<file path="config.mk">
export PLATFORM = sky130hd
export DESIGN_NAME = lut_sweep
export DESIGN_NICKNAME = d
export VERILOG_FILES = /design/src/rtl/lut_sweep_pkg.sv /design/src/rtl/lut_sweep_mem.sv /design/src/rtl/lut_sweep.sv
export SDC_FILE = /design/constraint.sdc
export NUM_CORES = 1
export LEC_CHECK = 0
export BUFFER_PORTS_ARGS = -buffer_cell sky130_fd_sc_hd__buf_2
export CORE_ASPECT_RATIO = 0.75
export CORE_MARGIN = 1
export CORE_UTILIZATION = 53
export DETAILED_ROUTE_END_ITERATION = 8
export HOLD_SLACK_MARGIN = 0.12
export PLACE_DENSITY = 0.76
export SLEW_MARGIN = 20
export SYNTH_ARGS = -nofsm -noshare
export SYNTH_HDL_FRONTEND = slang
export SYNTH_HIERARCHICAL = 1
export SYNTH_SLANG_ARGS = --single-unit
</file>
<file path="constraint.sdc">
create_clock -name clk -period 1.8 [get_ports clk]
set_clock_uncertainty 0.1 [all_clocks]
set_input_delay 0.09 -clock clk [delete_from_list [all_inputs] [get_ports clk]]
set_output_delay 0.09 -clock clk [all_outputs]
set_load 0.02 [all_outputs]
</file>
<file path="src/rtl/lut_sweep_pkg.sv">
// rtl/lut_sweep_pkg.sv - shared state encoding, parameter limits and depth helper for lut_sweep
package lut_sweep_pkg;

  typedef enum logic {
    ST_IDLE  = 1'b0,
    ST_SWEEP = 1'b1
  } state_t;

  localparam int K_MIN = 2;
  localparam int K_MAX = 6;
  localparam int C_MIN = 1;
  localparam int C_MAX = 8;

  function automatic int lut_depth(input int k);
    return 1 << k;
  endfunction

endpackage

</file>
<file path="src/rtl/lut_sweep_mem.sv">
// rtl/lut_sweep_mem.sv - D x C truth-table storage, synchronous write, combinational read
module lut_sweep_mem
  import lut_sweep_pkg::*;
#(
  parameter int K = 4,
  parameter int C = 2
) (
  input  logic         clk,
  input  logic         rst_n,
  input  logic         i_we,
  input  logic [K-1:0] i_waddr,
  input  logic [C-1:0] i_wdata,
  input  logic [K-1:0] i_raddr,
  output logic [C-1:0] o_rdata
);

  localparam int D = lut_depth(K);

  logic [C-1:0] r_table [D];

  // Reads see the pre-edge contents, so a same-cycle write never leaks into the read.
  always_ff @(posedge clk) begin
    if (!rst_n) begin
      r_table <= '{default: '0};
    end else if (i_we) begin
      r_table[i_waddr] <= i_wdata;
    end
  end

  assign o_rdata = r_table[i_raddr];

endmodule

</file>
<file path="src/rtl/lut_sweep.sv">
// rtl/lut_sweep.sv - multi-channel programmable truth-table engine with evaluate and sweep modes
module lut_sweep
  import lut_sweep_pkg::*;
#(
  parameter int K = 4,
  parameter int C = 2
) (
  input  logic         clk,
  input  logic         rst_n,
  input  logic         cfg_we,
  input  logic [K-1:0] cfg_addr,
  input  logic [C-1:0] cfg_data,
  input  logic         in_valid,
  output logic         in_ready,
  input  logic [K-1:0] in_bits,
  input  logic         sweep_start,
  output logic         busy,
  output logic         out_valid,
  input  logic         out_ready,
  output logic [K-1:0] out_idx,
  output logic [C-1:0] out_data,
  output logic         out_last
);

  localparam int D  = lut_depth(K);
  localparam int CW = K + 1;
  localparam logic [CW-1:0] LAST_ROW = CW'(D - 1);

  generate
    if (K < K_MIN || K > K_MAX) begin : g_bad_k
      $error("lut_sweep: K outside legal range");
    end
    if (C < C_MIN || C > C_MAX) begin : g_bad_c
      $error("lut_sweep: C outside legal range");
    end
  endgenerate

  state_t        r_state;
  logic [CW-1:0] r_cnt;
  logic          r_out_valid;
  logic [K-1:0]  r_out_idx;
  logic [C-1:0]  r_out_data;
  logic          r_out_last;

  logic          w_idle;
  logic          w_slot_free;
  logic          w_eval_fire;
  logic          w_sweep_load;
  logic          w_mem_we;
  logic [K-1:0]  w_raddr;
  logic [C-1:0]  w_rdata;

  assign w_idle       = (r_state == ST_IDLE);
  assign w_slot_free  = !r_out_valid || out_ready;
  assign w_eval_fire  = w_idle && w_slot_free && in_valid;
  assign w_sweep_load = !w_idle && w_slot_free;
  // Table is frozen during a sweep so every beat comes from one consistent snapshot.
  assign w_mem_we     = w_idle && cfg_we;
  assign w_raddr      = w_idle ? in_bits : r_cnt[K-1:0];

  lut_sweep_mem #(
    .K(K),
    .C(C)
  ) u_mem (
    .clk    (clk),
    .rst_n  (rst_n),
    .i_we   (w_mem_we),
    .i_waddr(cfg_addr),
    .i_wdata(cfg_data),
    .i_raddr(w_raddr),
    .o_rdata(w_rdata)
  );

  always_ff @(posedge clk) begin
    if (!rst_n) begin
      r_state     <= ST_IDLE;
      r_cnt       <= '0;
      r_out_valid <= 1'b0;
      r_out_idx   <= '0;
      r_out_data  <= '0;
      r_out_last  <= 1'b0;
    end else begin
      case (r_state)
        ST_IDLE: begin
          if (w_eval_fire) begin
            r_out_valid <= 1'b1;
            r_out_idx   <= in_bits;
            r_out_data  <= w_rdata;
            r_out_last  <= 1'b0;
          end else if (out_ready) begin
            r_out_valid <= 1'b0;
          end
          // An eval accepted alongside sweep_start occupies the slot before row 0.
          if (sweep_start) begin
            r_state <= ST_SWEEP;
            r_cnt   <= '0;
          end
        end
        ST_SWEEP: begin
          if (w_sweep_load) begin
            r_out_valid <= 1'b1;
            r_out_idx   <= r_cnt[K-1:0];
            r_out_data  <= w_rdata;
            r_out_last  <= (r_cnt == LAST_ROW);
            r_cnt       <= r_cnt + 1'b1;
            if (r_cnt == LAST_ROW) begin
              r_state <= ST_IDLE;
            end
          end
        end
      endcase
    end
  end

  assign in_ready  = w_idle && w_slot_free;
  assign busy      = (r_state == ST_SWEEP);
  assign out_valid = r_out_valid;
  assign out_idx   = r_out_idx;
  assign out_data  = r_out_data;
  assign out_last  = r_out_last;

endmodule

</file>
==> flow_metrics.tcl <==
set metrics [dict create \
    rsz0062_at_grt "true" \
    clock_latency_ps 310 \
    maxCapViolCount 0 \
    synthTopCellsByArea "dfxtp_1, a21boi_0, nand3_1" \
    fin_crit_sh_pct 101 \
    critPathKind "flop to flop" \
    io_pins 26 \
    grt_max_degree 23 \
    whs_path_depth 4 \
    power_leakage_nw 1.06 \
    place_area_sq_um 2640 \
    via_count 2109 \
    drive_gt1_share_pct 29.1 \
    hold_path_class "primary input to flop" \
    yosys.area.top_type_share_pct 37.2 \
    routed_wirelength_mm 5.91 \
    place.detailed.hpwl_mm 4.12 \
    setup_slack_ps -23.7 \
    cpMostUsedCell "nand3_1" \
    ys_ff_latch 46 \
    port_buffers 25 \
    synth_most_common_cell "dfxtp_1" \
    synthArstFlopShare_pct 0 \
    arrival_ps 1920 \
    die_h_um 61.2 \
    gp_congestion 0.877 \
    numCtsBuffers 5 \
    power_density_nw_per_um2 722 \
    dieArea_sq_um 4940 \
    syn_nets 275 \
    period_minus_slack_ps 1820 \
    grt_pass1_vias 1776 \
    viasPerCell 6.10 \
    relSlewSlack_pct 68.7 \
    synth-seq-area-share_pct 37.2 \
    wl_per_cell_um 17.1 \
    die_x_um 80.9 \
    max_stage_delay_ps 470 \
    startpoint_type "flop" \
    rows 21 \
    slowest_stage "mux4_1" \
    crit_required_ps 1900 \
    grt_usage_pct 25.0 \
    outcome "complete, but fails checks" \
    violations "setup timing" \
    final-setup-viol-count 2 \
    slew_viol_final 0 \
    finish.net_count 306 \
    area_delta_synth_final_pct 15.7 \
    cts.htree.levels 2 \
    cp_cell_sequence "mux2_2 > mux4_1 > nand3_1 > nand3_1 > nand3_1 > a21boi_1" \
    timing.final.hold_violations 0 \
    coreArea_sq_um 4470 \
    rr_worst_depth 6 \
    tightest_slew_ps 470 \
    synth_edf_count 0 \
    crit_path_max_fanout 4 \
    antenna_found_initial 0 \
    cts_tree "yes" \
    drc 0 \
    clock-sinks 46 \
    clock_path_buffers 2 \
    initial_core_util_pct 55.4 \
    syn_inst 257 \
    ys.flop_type "dfxtp_1" \
    cts_root_buf "clkbuf_8" \
    num_antenna_cells 0 \
    ant_nets 0 \
    drt-pass1-iter-count 4 \
    grt_pass1_wl_mm 9.01 \
    fmax_ghz 0.548 \
    final_area_sq_um 2860 \
    drtIter0Drc 236 \
    synth_common_cells "dfxtp_1, nand3_1, o21ai_0" \
    yosys.area.top_type "dfxtp_1" \
    clk_pin_slew_worst_paths_ps 80 \
    syn_avg_cell_area_sq_um 9.62 \
    synth_area_sq_um 2470 \
    pre_cts_slack_ps -13.2 \
    final.fill_count 359 \
    overflow 0 \
    ys.warnings.count 6 \
    endpoint_kind "flop" \
    ys_types 45 \
    vdd_ir_drop_max_uv 468 \
]
## sequential cells by signal, indices dropped and copies added, names as in the netlist
register,flops
u_mem/r_table,32
r_cnt,5
out_idx,4
out_data,2
busy,1
out_last,1
out_valid,1
## power breakdown
group / internal (mW) / switching [mW] / leakage (nW)
Combinational: 0.150 / 0.190 / 0.641
Clock: 0.309 / 0.361 / 0.0472
Sequential: 1.04 / 0.0174 / 0.373
Total: 1.50 / 0.569 / 1.06
## cell usage in the layout, fill, tap and decap left out, types with 4 or more instances in the layout
cell type / instances
a21boi_0: 31
a21boi_1: 5
a21oi_2: 4
buf_2: 25
buf_4: 13
clkbuf_8: 6
dfxtp_1: 45
dlygate4sd3_1: 5
mux2_4: 4
mux4_1: 4
mux4_2: 4
nand3_1: 44
nor2b_1: 4
nor3_2: 4
nor3b_2: 5
o21ai_0: 32
## final cells by class
cell class,count,area (sq um),share of cell area (%)
well taps,57,71.3,2.49
clock buffers,6,82.6,2.89
flip-flops and latches,46,925,32.3
clock inverters,2,12.5,0.437
inverters,2,10.0,0.350
repair buffers,46,317,11.1
multi-input cells,187,1440,50.5
## kinds of logic (layout without fill, tap and decap cells)
logic type / Yosys count / after routing / synth area share [%]
and+or+nand+nor: 86 / 86 / 22.4
AOI/OAI and AO/OA: 85 / 85 / 23.3
DFF: 46 / 46 / 37.2
buffers and inverters: 25 / 56 / 5.31
muxes: 13 / 14 / 10.7
adders and majority gates: 2 / 2 / 1.01
## metrics by stage
step / instances / total power [mW] / setup TNS [ps] / hold WS (ps) / util, %
after floorplan: 257 / 1.30 / -298 / 122 / -
after global routing: 346 / 2.15 / -189 / 195 / 64.1
after CTS: 345 / 2.06 / -16.0 / 169 / 63.3
after global placement: 328 / 1.38 / 0 / 276 / 59.2
final: 346 / 2.07 / -45.9 / 174 / 64.1
after detailed placement: 328 / 1.39 / -13.2 / 272 / 59.2
## per-layer routing
layer	global-route usage [%]	vias up	share of wire, %
li1	-	1014	-
met1	35.9	1000	45
met2	35.2	83	44
met3	7.70	12	9.0
met4	9.44	0	1.8
met5	0	-	0
## critical path: cells and delay by family, from the launching register on
family	cells	cell delay [ps]
multiplexers	2	860
flip-flops	1	380
AND/OR/NAND/NOR	3	300
AO/OA/AOI/OAI	1	70
## what timing repair did
action,CTS,global route
hold endpoints to repair,40,0
setup endpoints to repair,2,2
hold buffers,6,0
gates resized for setup,1,3
buffers inserted,2,1
cloned,1,0
pin swaps,0,2
## final timing paths
kind / start / end / slack (ps)
setup / recovery: busy$_SDFF_PN0_ / out_data[1]$_SDFFE_PN0P_ / -20
hold / removal: in_bits[2] / out_idx[2]$_SDFFE_PN0P_ / 170
setup reg to reg: busy$_SDFF_PN0_ / out_data[1]$_SDFFE_PN0P_ / -20
hold reg to reg: r_cnt[4]$_SDFFE_PN0P_ / r_cnt[4]$_SDFFE_PN0P_ / 370
(Power assumes the default switching activity.)
